$ cat config.mk
export PLATFORM = sky130hd
export DESIGN_NAME = mem_access_flat
export DESIGN_NICKNAME = d
export VERILOG_FILES = /design/src/rtl/mem_access_if.sv /design/src/rtl/mem_access.sv /design/src/flat_wrapper.sv
export SDC_FILE = /design/constraint.sdc
export NUM_CORES = 1
export LEC_CHECK = 0
export ABC_CLOCK_PERIOD_IN_PS = 2800
export CAP_MARGIN = 20
export CELL_PAD_IN_SITES_DETAIL_PLACEMENT = 1
export CELL_PAD_IN_SITES_GLOBAL_PLACEMENT = 2
export CORE_ASPECT_RATIO = 2
export CORE_MARGIN = 4
export CORE_UTILIZATION = 18
export CTS_CLUSTER_SIZE = 20
export DETAILED_ROUTE_END_ITERATION = 12
export PLACE_DENSITY_LB_ADDON = 0.2
export SYNTH_ARGS = -nofsm -noshare
export SYNTH_HDL_FRONTEND = slang
export SYNTH_SLANG_ARGS = --single-unit
$ cat constraint.sdc
create_clock -name clk -period 2.8 [get_ports clk]
set_input_delay 0.42 -clock clk [delete_from_list [all_inputs] [get_ports clk]]
set_output_delay 0.42 -clock clk [all_outputs]
set_load 0.05 [all_outputs]
$ cat src/rtl/mem_access_if.sv
// mem_access_if: pipeline/data-bus bundle types and the interface carrying them.
package mem_access_pkg;
  typedef struct packed {
    logic regWrite;
    logic memRead;
    logic memWrite;
    logic memUnsigned;
    logic misaligned;
    logic [3:0] msize;
  } ctl_t;
  typedef struct packed {
    logic [63:0] pc;
    logic valid;
    ctl_t ctl;
    logic [63:0] alu_out;
    logic [63:0] srcb;
    logic [4:0] dst;
  } execute_data_t;
  typedef struct packed {
    logic [63:0] pc;
    logic valid;
    ctl_t ctl;
    logic [4:0] dst;
    logic [63:0] result;
  } memory_data_t;
  typedef struct packed {
    logic valid;
    logic [63:0] addr;
    logic [3:0] size;
    logic [7:0] strobe;
    logic [63:0] data;
  } dbus_req_t;
  typedef struct packed {
    logic data_ok;
    logic [63:0] data;
  } dbus_resp_t;
endpackage

interface mem_access_if;
  import mem_access_pkg::*;
  execute_data_t dataE;
  logic stall_other;
  dbus_resp_t dresp;
  dbus_req_t dreq;
  memory_data_t dataM;
  logic stallM;
  modport master(input dataE, stall_other, dresp, output dreq, dataM, stallM);
  modport slave(output dataE, stall_other, dresp, input dreq, dataM, stallM);
endinterface

$ cat src/rtl/mem_access.sv
// mem_access: load/store stage with held bus request and frozen-result buffer.
// Define MEM_ALIGN_CHECK_EN to suppress misaligned accesses and flag them in ctl.misaligned.
module mem_access
  import mem_access_pkg::*;
(
  input logic clk,
  input logic reset,
  mem_access_if.master m
);
  typedef enum logic [1:0] {IDLE, WAIT, DONE} state_t;
  state_t state;
  logic [63:0] rbuf, raw, ext;
  logic [7:0] mask;
  logic [2:0] off;
  logic mis, mem_op, req, done, sx;
  always_comb begin
    off = m.dataE.alu_out[2:0];
    mask = m.dataE.ctl.msize == 4'd8 ? 8'hff : m.dataE.ctl.msize == 4'd4 ? 8'h0f :
           m.dataE.ctl.msize == 4'd2 ? 8'h03 : 8'h01;
`ifdef MEM_ALIGN_CHECK_EN
    mis = m.dataE.valid & (m.dataE.ctl.memRead | m.dataE.ctl.memWrite) &
          (|(off & (m.dataE.ctl.msize[2:0] - 3'd1)));
`else
    mis = 1'b0;
`endif
    mem_op = m.dataE.valid & (m.dataE.ctl.memRead | m.dataE.ctl.memWrite) & ~mis;
    // WAIT keeps the request up on its own so it cannot drop before data_ok
    req = state == WAIT | (state == IDLE & mem_op);
    done = req & m.dresp.data_ok;
    sx = ~m.dataE.ctl.memUnsigned;
    raw = m.dresp.data >> {off, 3'b000};
    ext = m.dataE.ctl.msize == 4'd8 ? raw :
          m.dataE.ctl.msize == 4'd4 ? {{32{sx & raw[31]}}, raw[31:0]} :
          m.dataE.ctl.msize == 4'd2 ? {{48{sx & raw[15]}}, raw[15:0]} :
                                      {{56{sx & raw[7]}}, raw[7:0]};
    m.dreq.valid = req;
    m.dreq.addr = m.dataE.alu_out;
    m.dreq.size = m.dataE.ctl.msize;
    m.dreq.strobe = m.dataE.ctl.memWrite ? mask << off : 8'h00;
    m.dreq.data = m.dataE.srcb << {off, 3'b000};
    m.dataM.pc = m.dataE.pc;
    m.dataM.valid = m.dataE.valid;
    m.dataM.ctl = m.dataE.ctl;
    m.dataM.ctl.misaligned = mis;
    m.dataM.dst = m.dataE.dst;
    m.dataM.result = state == DONE ? rbuf : mem_op ? ext : m.dataE.alu_out;
    m.stallM = req & ~m.dresp.data_ok;
  end
  always_ff @(posedge clk) begin
    if (reset) begin
      state <= IDLE;
      rbuf <= '0;
    end else begin
      if (done) rbuf <= ext;
      state <= (done | state == DONE) ? (m.stall_other ? DONE : IDLE) : req ? WAIT : IDLE;
    end
  end
endmodule
$ cat src/flat_wrapper.sv
// flat-port wrapper written by rule: the top's interface ports become plain ports
module mem_access_flat import mem_access_pkg::*;
  (clk, reset, m_dataE, m_stall_other, m_dresp, m_dreq, m_dataM, m_stallM);
  mem_access_if m_i ();
  input logic clk;
  input logic reset;
  input wire logic [$bits(m_i.dataE)-1:0] m_dataE;
  input wire logic [$bits(m_i.stall_other)-1:0] m_stall_other;
  input wire logic [$bits(m_i.dresp)-1:0] m_dresp;
  output wire logic [$bits(m_i.dreq)-1:0] m_dreq;
  output wire logic [$bits(m_i.dataM)-1:0] m_dataM;
  output wire logic [$bits(m_i.stallM)-1:0] m_stallM;
  assign m_i.dataE = m_dataE;
  assign m_i.stall_other = m_stall_other;
  assign m_i.dresp = m_dresp;
  assign m_dreq = m_i.dreq;
  assign m_dataM = m_i.dataM;
  assign m_stallM = m_i.stallM;
  mem_access u_core (.clk(clk), .reset(reset), .m(m_i));
endmodule
# ---- Word level (Yosys, flattened, before mapping)
# Cells that the tools add are included.
dict set report classes {
  addsub 0
  mul 0
  n_div 0
  magnitude_cmp 0
  eq_ne 5
  shifts 3
  n_mux 12
  bitwise 12
  n_reduce_logical 1
}
# op count
set ops {}
lappend ops {{$mux 64} 5}
lappend ops {{$shl 64x6->64} 1}
lappend ops {{$shr 64x6->64} 1}
lappend ops {{$mux 8} 3}
lappend ops {{$shl 8x3->8} 1}
lappend ops {{$and 1x1->1} 7}
lappend ops {{$mux 2} 3}
lappend ops {{$eq 4x2->1 const B} 1}
lappend ops {{$eq 4x3->1 const B} 1}
lappend ops {{$eq 4x4->1 const B} 1}
lappend ops {{$or 1x1->1} 3}
lappend ops {{$eq 2x1->1 const B} 1}
lappend ops {{$eq 2x2->1 const B} 1}
lappend ops {{$logic_not 2->1} 1}
lappend ops {{$not 1->1} 2}
lappend ops {{$mux 1} 1}
dict set report totals {
  register_bits 66
  latchBits 0
  ram_bits 0
  rom_bits 0
  in_bits 275
  output_inout_bits 285
  elab_cells 35
  n_memories 0
}

# ---- Depth between registers and ports, before layout
# Gate-level depths: netlist (run 1).
dict set report depth {
  depth_word 7
  depth_mapped 11
  ltp_nobuf 7
}

# ---- Worst setup path after synthesis (run 1)
# Ideal clock, no wire load.
dict set report synth_path {
  path_kind {input to output}
  from {in m_dataE[70]}
  to {out m_dataM[48]}
  t_arrival_ns 2.949
  t_required_ns 2.380
  setup_slack_ns -0.569
  path_stages 9
  cell_sequence {buf_4 > mux2i_1 > a22o_1 > nor4_2 > buf_2 > nand4b_1 > buf_2 > o22ai_1 > o21ai_0}
}
dict set report synth_between {
  elab_chain_cells 7
}
# item line_no
set synth_rtl {}
lappend synth_rtl {{from (decl)} flat_wrapper.sv:7} ;# input wire logic [$bits(m_i.dataE)-1:0] m_dataE;
lappend synth_rtl {{$shr 64x6->64 (*)} mem_access.sv:31} ;# raw = m.dresp.data >> {off, 3'b000};
lappend synth_rtl {{$and 1x1->1 (on tied branches)} {mem_access.sv:35, mem_access.sv:34}}
lappend synth_rtl {{$mux 64} mem_access.sv:34} ;# m.dataE.ctl.msize == 4'd2 ? {{48{sx & raw[15]}}, raw[15:0]} :
lappend synth_rtl {{$mux 64} mem_access.sv:33} ;# m.dataE.ctl.msize == 4'd4 ? {{32{sx & raw[31]}}, raw[31:0]} :
lappend synth_rtl {{$mux 64 (*)} mem_access.sv:32} ;# ext = m.dataE.ctl.msize == 4'd8 ? raw :
lappend synth_rtl {{$mux 64 (*) (2 in series)} mem_access.sv:46} ;# m.dataM.result = state == DONE ? rbuf : mem_op ? ext : m.dataE.alu_out;
lappend synth_rtl {{to (decl)} flat_wrapper.sv:11} ;# output wire logic [$bits(m_i.dataM)-1:0] m_dataM;
# Mark *: on every way between the ends. The rest lies on a longest branch, timed or not.

# ---- Worst setup path in the final report (run 1)
dict set report layout_path {
  from {in m_dresp[54]}
  to {out m_dataM[14]}
}
dict set report layout_between {
  elab_chain_cells 6
}
# item line_no
set layout_rtl {}
lappend layout_rtl {{from (decl)} flat_wrapper.sv:9} ;# input wire logic [$bits(m_i.dresp)-1:0] m_dresp;
lappend layout_rtl {{$shr 64x6->64 (*)} mem_access.sv:31}
lappend layout_rtl {{$mux 64} mem_access.sv:34}
lappend layout_rtl {{$mux 64} mem_access.sv:33}
lappend layout_rtl {{$mux 64 (*)} mem_access.sv:32}
lappend layout_rtl {{$mux 64 (*) (2 in series)} mem_access.sv:46}
# Marked as above.

==> summary.txt, run 1 <==
Status
  – Status: completed

Worst setup path
  – CP max stage delay: 0.48 ns
  – CP arrival: 2.34 ns
  – Worst setup EP type: output pin
  – Critical R2R Capture: u_core.rbuf[53]
  – Buffers plus inverters on the worst setup path: 3
  – R2R depth: 9
  – CP top delay family: buffers and inverters
  – R2R setup slack: 0.88 ns
  – Worst reg2reg path startpoint: u_core.state[0]
  – WP data required: 2.38 ns
  – Crit Path Category: in2out
  – Worst setup SP type: input pin
  – Crit path max fanout: 3
  – Number of cells on the critical path: 9
  – Crit-path slowest cell: clkdlybuf4s50_1
  – Cell Chain, Critical Path: clkdlybuf4s50_1 -> mux2_2 -> nor3_1 -> a21oi_1 -> a31oi_1 -> buf_4 -> a21oi_1 -> a21o_1 -> buf_4

Power
  – Sw Pwr: 0.00269 W
  – Lkg Pwr: 6.17 nW
  – Total power divided by cell area: 387 nW/um^2
  – Clock share of power: 20.0%
  – Comb pwr share: 62.2%
  – Overall Power: 0.00595 W
  – P_int: 0.00326 W
  – Net Sw Frac: 45.3%
  – Flop pwr share: 17.8%
  – Worst vdd ir: 0.277 mV

CTS
  – Clock root buffer: clkbuf_16
  – Worst-Skew Late Latency: 0.36 ns
  – Clock transition at path regs: 0.06 ns
  – CTS tree: yes
  – Max Root-Sink Buffers: 2
  – Clk sinks: 66
  – CTS Buf Count: 9
  – Hold buffer count at CTS: 0
  – H-tree depth: 3

Global routing
  – Number of global-route vias before repair: 11700
  – First-pass GRT wire length: 80.6 mm
  – Largest net degree at the start of global routing: 89
  – Gr usage total: 21.0%
  – Total grt overflow: 0
  – Initial antenna violation count: 8

Min path
  – Min-delay src: m_dresp[59]
  – WHS Endpoint: u_core.rbuf[59]
  – Worst Hold Depth: 3
  – Tightest Hold Check Type: in2reg

STA
  – Slew @ Worst Pin: 0.550 ns
  – # setup viols final: 0
  – Final hold viol count: 0
  – Fmax: 362 MHz
  – Tmin final: 2.76 ns
  – Final Max Slew Viols: 0
  – Crit share post-route: 98.6%
  – Clock Skews: 0.0117 ns
  – RSZ-0062 raised after global routing: yes
  – Rel. slew slack: 63.2%

Floorplan
  – Die Height: 317 um
  – Die Span X: 163 um
  – Initial Util: 18.1%
  – Row count: 113
  – Die area: 51700 sq um
  – Core footprint: 47500 sq um
  – I/O pins: 560

Synthesis
  – Sequential element share of the synthesized area: 15.3%
  – Mapped Area: 8620 sq um
  – Synth Register Bits: 66
  – Yosys Warn Count: 0
  – Post-synthesis cell type count: 52
  – Cells after Synth: 1229
  – Syn Area/Cell: 7.01 sq um
  – Syn Nets: 1504
  – Dominant synthesized flop cell: dfxtp_1
  – Post-synth ARST share: 0%
  – Number of flops mapped to enable cells by yosys: 0

Final layout
  – Util after Layout: 32.4%
  – Layout cells sized above 1: 36.0%
  – Most common cell after layout, fill and taps aside: clkdlybuf4s50_1
  – Layout Nets: 1858
  – Most frequent cells in the layout: 248 x clkdlybuf4s50_1, 195 x buf_4, 122 x nand2_1, 119 x mux2i_1, 108 x o21ai_0
  – Area Overhead vs Synth: 78.4%

Drt
  – Via/cell ratio: 4.68
  – DR WL/cell: 25.3 um
  – Residual DRC: 0
  – Pre-Repair DR Iteration Count: 4
  – Vias: 10400
  – Post-Route WL: 56.3 mm
  – Antenna-violating nets left: 0
  – Detailed router's first-iteration violation count: 327

Placement
  – Hpwl dp: 47.1 mm
  – IO Port Bufs: 417
  – RePlAce Congestion: 0.833

Run
  – Max-Cap Viols: 0
==> worst max-delay path by stage <==
stage                     slack (ns)         start          end
after CTS                      0.002  m_dataE[138]  m_dataM[48]
after global routing           -0.01   m_dataE[70]   m_dataM[1]
after detailed placement       -0.46  m_dataE[136]  m_dataM[31]
after floorplan                -0.25   m_dataE[69]   m_dreq[50]
final                           0.04   m_dresp[54]  m_dataM[14]
after global placement         -0.43  m_dataE[136]  m_dataM[31]
==> kinds of logic after synthesis <==
kind of cell	share of synthesized area [%]
AO/OA/AOI/OAI	27.7
AND/OR/NAND/NOR	16.5
buffers and inverters	18.8
multiplexers	21.6
flip-flops	15.3
XOR/XNOR	0.102
other	0.0435
==> stage by stage <==
| stage | hold slack, ns | instance area, sq um | TNS (ns) | setup WS [ns] | instances |
|---|---|---|---|---|---|
| after floorplan | 0.461 | 8960 | -2.44 | -0.248 | 1229 |
| after global placement | 0.477 | 14200 | -27.69 | -0.426 | 2188 |
| after detailed placement | 0.492 | 14200 | -30.34 | -0.461 | 2188 |
| after CTS | 0.505 | 15300 | 0 | 0.00171 | 2219 |
| after global routing | 0.484 | 15400 | -0.0123 | -0.0123 | 2221 |
| final | 0.464 | 15400 | 0 | 0.0381 | 2225 |
==> worst register-to-register path: stages, from the launching register on <==
cell	delay (ns)
dfxtp_1	0.38
inv_1	0.08
a21o_2	0.21
inv_2	0.05
and2_2	0.22
and3b_1	0.21
buf_4	0.16
nand2_1	0.10
buf_4	0.18
o221a_2	0.24
==> registers in the layout (all words and copies together), names as in the netlist <==
signal and cells:
u_core.state 2, u_core.rbuf 64
==> Yosys cell counts (all sizes together), types with 2 or more instances <==
| cell type | count | area [sq um] |
|---|---|---|
| o211ai | 2 | 15.0 |
| dfxtp | 66 | 1320 |
| o221a | 8 | 90.1 |
| mux2i | 133 | 1330 |
| nand2b | 16 | 100 |
| or3 | 17 | 106 |
| and2 | 13 | 83.8 |
| o21ai | 154 | 782 |
| o2bb2ai | 2 | 17.5 |
| a22oi | 8 | 60.1 |
| nor3b | 2 | 15.0 |
| o211a | 2 | 20.0 |
| clkbuf | 66 | 248 |
| a21o | 9 | 68.8 |
| o21a | 3 | 22.5 |
| a211oi | 31 | 298 |
| or2 | 3 | 18.8 |
| buf | 194 | 1360 |
| nand2 | 122 | 458 |
| nor2b | 14 | 87.6 |
| nor2 | 115 | 432 |
| a22o | 3 | 26.3 |
| mux2 | 35 | 394 |
| inv | 3 | 11.3 |
| a31oi | 10 | 62.6 |
| a21oi | 126 | 631 |
| o22ai | 41 | 257 |
| nor4 | 2 | 18.8 |
| nor3 | 12 | 65.1 |
| mux4 | 6 | 135 |
==> power by group through the flow <==
stage	clock network, W	logic [W]	registers [W]
6_report	0.00119	0.00370	0.00106
3_5_place_dp	0	0.00351	0.00108
5_1_grt	0.00126	0.00390	0.00106
4_1_cts	0.00123	0.00374	0.00106
3_3_place_gp	0	0.00350	0.00108
2_1_floorplan	0	0.00223	0.00106
==> final cells by class <==
cell class | count | area (sq um)
Fill cell | 5596 | 32100
Timing Repair Buffer | 603 | 6480
Multi-Input combinational cell | 899 | 6460
Sequential cell | 66 | 1320
Tap cell | 632 | 791
Clock buffer | 10 | 229
Clock inverter | 6 | 67.6
Inverter | 4 | 15.0
Antenna cell | 5 | 12.5
==> routing by layer <==
layer  track usage, %  routed length [um]
met3             5.13                3680
met4             9.33                2580
met5                0                  56
met1             17.8               17000
met2             43.7               33000
==> timing repair <==
| item | CTS | global route |
|---|---|---|
| pin swaps | 13 | 3 |
| endpoints found under the setup margin | 66 | 51 |
| resized for setup | 158 | 19 |
| gates cloned | 5 | 0 |
| buffers inserted | 10 | 1 |
(Power assumes the default switching activity.)
==> run 2, diff against run 1 <==
--- a/config.mk
+++ b/config.mk
@@ -9,12 +9,12 @@
 export CAP_MARGIN = 20
 export CELL_PAD_IN_SITES_DETAIL_PLACEMENT = 1
 export CELL_PAD_IN_SITES_GLOBAL_PLACEMENT = 2
-export CORE_ASPECT_RATIO = 2
+export CORE_ASPECT_RATIO = 0.6
 export CORE_MARGIN = 4
 export CORE_UTILIZATION = 18
 export CTS_CLUSTER_SIZE = 20
 export DETAILED_ROUTE_END_ITERATION = 12
-export PLACE_DENSITY_LB_ADDON = 0.2
+export PLACE_DENSITY_LB_ADDON = 0.15
 export SYNTH_ARGS = -nofsm -noshare
 export SYNTH_HDL_FRONTEND = slang
 export SYNTH_SLANG_ARGS = --single-unit
==> run 2 against run 1 <==
Effect of this change:
- the run now ends with setup timing left
- combinational power is essentially flat
- worst setup slack lost 0.048 ns
- critical path depth grew 1
- utilization grew 0.73 points
- hold slack gained 0.0022 ns
==> summary.txt, run 2 (synthesis gave the netlist of run 1 again) <==
Worst setup path
  – Worst setup EP type: output pin (unchanged)
  – WP data required: 2.38 ns (about the same)
  – Crit. Startpoint: m_dataE[135] (was m_dresp[54])
  – CP arrival: 2.39 ns (was 2.34 ns)
  – Crit Path Category: in2out (unchanged)
  – Worst setup SP type: input pin (unchanged)
  – R2R depth: 7 (was 9)
  – Worst reg2reg path startpoint: u_core.state[0] (unchanged)
  – Crit path max fanout: 8 (was 3)

Floorplan
  – Die area: 51600 sq um (was 51700 sq um)
  – Die Height: 178 um (was 317 um)
  – Die Span X: 291 um (was 163 um)
  – I/O pins: 560 (unchanged)
  – Row count: 61 (was 113)
  – Initial Util: 18.4% (was 18.1%)
  – Core footprint: 46800 sq um (was 47500 sq um)

Drt
  – Post-Route WL: 52.2 mm (was 56.3 mm)
  – Pre-Repair DR Iteration Count: 5 (was 4)
  – Antenna-violating nets left: 0 (unchanged)
  – Detailed router's first-iteration violation count: 547 (was 327)
  – DR WL/cell: 23.5 um (was 25.3 um)
  – Via/cell ratio: 4.61 (was 4.68)
  – Residual DRC: 0 (unchanged)
  – Vias: 10300 (was 10400)

Placement
  – Placed instance area: 14400 sq um (was 14200 sq um)
  – Dpl ws: -0.506 ns (was -0.461 ns)
  – RePlAce Congestion: 0.793 (was 0.833)
  – IO Port Bufs: 417 (unchanged)
  – Hpwl dp: 42.1 mm (was 47.1 mm)

STA
  – Final Max Slew Viols: 0 (unchanged)
  – Setup ws final: -0.0102 ns (was 0.0381 ns)
  – Rel. slew slack: 55.0% (was 63.2%)
  – Final hold viol count: 0 (unchanged)
  – Fmax: 356 MHz (was 362 MHz)
  – RSZ-0062 raised after global routing: yes (unchanged)
  – Tmin final: 2.81 ns (was 2.76 ns)
  – Slew @ Worst Pin: 0.668 ns (was 0.550 ns)
  – # setup viols final: 1 (was 0)
  – Crit share post-route: 100% (was 98.6%)
  – Clock Skews: 0.0133 ns (was 0.0117 ns)

Power
  – Lkg Pwr: 6.24 nW (was 6.17 nW)
  – Overall Power: 0.00606 W (was 0.00595 W)
  – Worst vdd ir: 0.272 mV (was 0.277 mV)
  – Total power divided by cell area: 391 nW/um^2 (was 387 nW/um^2)

Global routing
  – Total grt overflow: 0 (unchanged)
  – Largest net degree at the start of global routing: 88 (was 89)
  – Number of global-route vias before repair: 10800 (was 11700)
  – Gr usage total: 19.5% (was 21.0%)
  – Initial antenna violation count: 7 (was 8)
  – First-pass GRT wire length: 75.6 mm (was 80.6 mm)

Final layout
  – Design area: 15500 sq um (was 15400 sq um)
  – Layout Nets: 1859 (was 1858)
  – Area Overhead vs Synth: 79.7% (was 78.4%)
  – Biggest register: u_core.rbuf (unchanged)
  – Largest registers: u_core.rbuf (64), u_core.state (2) (unchanged)
  – Max reg flops: 64 (unchanged)
  – Layout cells sized above 1: 36.2% (was 36.0%)
  – Most frequent cells in the layout: 247 x clkdlybuf4s50_1, 201 x buf_4, 122 x nand2_1, 122 x mux2i_1 (was 248 x clkdlybuf4s50_1, 195 x buf_4, 122 x nand2_1, 119 x mux2i_1, 108 x o21ai_0)
  – Most common cell after layout, fill and taps aside: clkdlybuf4s50_1 (unchanged)
  – Util after Layout: 33.1% (was 32.4%)

CTS
  – Clock root buffer: clkbuf_16 (unchanged)
  – Clock transition at path regs: 0.06 ns (about the same)
  – CTS Buf Count: 9 (unchanged)
  – Hold buffer count at CTS: 0 (unchanged)
  – Clk sinks: 66 (unchanged)
  – H-tree depth: 3 (unchanged)
  – CTS tree: yes (unchanged)
  – Worst-Skew Late Latency: 0.36 ns (about the same)
  – Max Root-Sink Buffers: 2 (unchanged)

Status
  – Status: complete, but fails checks (was completed)
  – Failing checks: setup timing

Run
  – Max-Cap Viols: 0 (unchanged)

Min path
  – Worst Hold Depth: 3 (unchanged)
  – Tightest Hold Check Type: in2reg (unchanged)
  – Min-delay src: m_dresp[61] (was m_dresp[59])
## run 2: path summary, 6_finish.rpt
| kind | end | slack (ns) |
|---|---|---|
| setup / recovery | m_dataM[39] | -0.01 |
| hold / removal | u_core.rbuf[61] | 0.47 |
| setup reg to reg | u_core.rbuf[49] | 0.89 |
| hold reg to reg | u_core.rbuf[7] | 0.50 |
## run 2: per-stage QoR
step,hold slack (ns),instances,TNS (ns)
after floorplan,0.461,1229,-2.44
after global placement,0.480,2189,-25.19
after detailed placement,0.488,2189,-26.93
after CTS,0.505,2215,-0.0139
after global routing,0.485,2221,-0.230
final,0.466,2223,-0.0102
## run 2: critical path: stages
cell,delay (ns)
buf_6,0.09
or4b_4,0.56
o21ai_4,0.11
nor4_4,0.08
nand4b_1,0.27
buf_6,0.19
buf_12,0.15
nand2b_4,0.14
a22o_1,0.22
buf_6,0.15
## run 2: cell type report
class | instances | area, sq um
antenna | 4 | 10.0
clock buffer | 11 | 243
clock inverter | 5 | 85.1
fill | 5406 | 31300
inverter | 4 | 15.0
multi-input combinational | 899 | 6480
sequential | 66 | 1320
tap | 630 | 788
timing repair buffer | 604 | 6550
## run 2: power breakdown
| part | switching [W] | total, W | internal, W |
|---|---|---|---|
| logic | 0.00216 | 0.00371 | 0.00155 |
| registers | 0.0000370 | 0.00105 | 0.00101 |
| clock network | 0.000490 | 0.00130 | 0.000810 |
## run 2: metal layers
metal  up-vias  share of wire [%]  global-route usage (%)
li1       4951                  -                       -
met1      5038                 50                    28.1
met2       226                 45                    30.4
met3        31                4.2                    4.44
met4        12               0.74                    2.16
met5         -               0.25                    1.13
## run 2: timing repair
item | in CTS | in global routing
endpoints found under the setup margin | 62 | 52
gates resized for setup | 114 | 55
cloned | 3 | 0
pin swaps | 12 | 30
setup buffers | 7 | 5
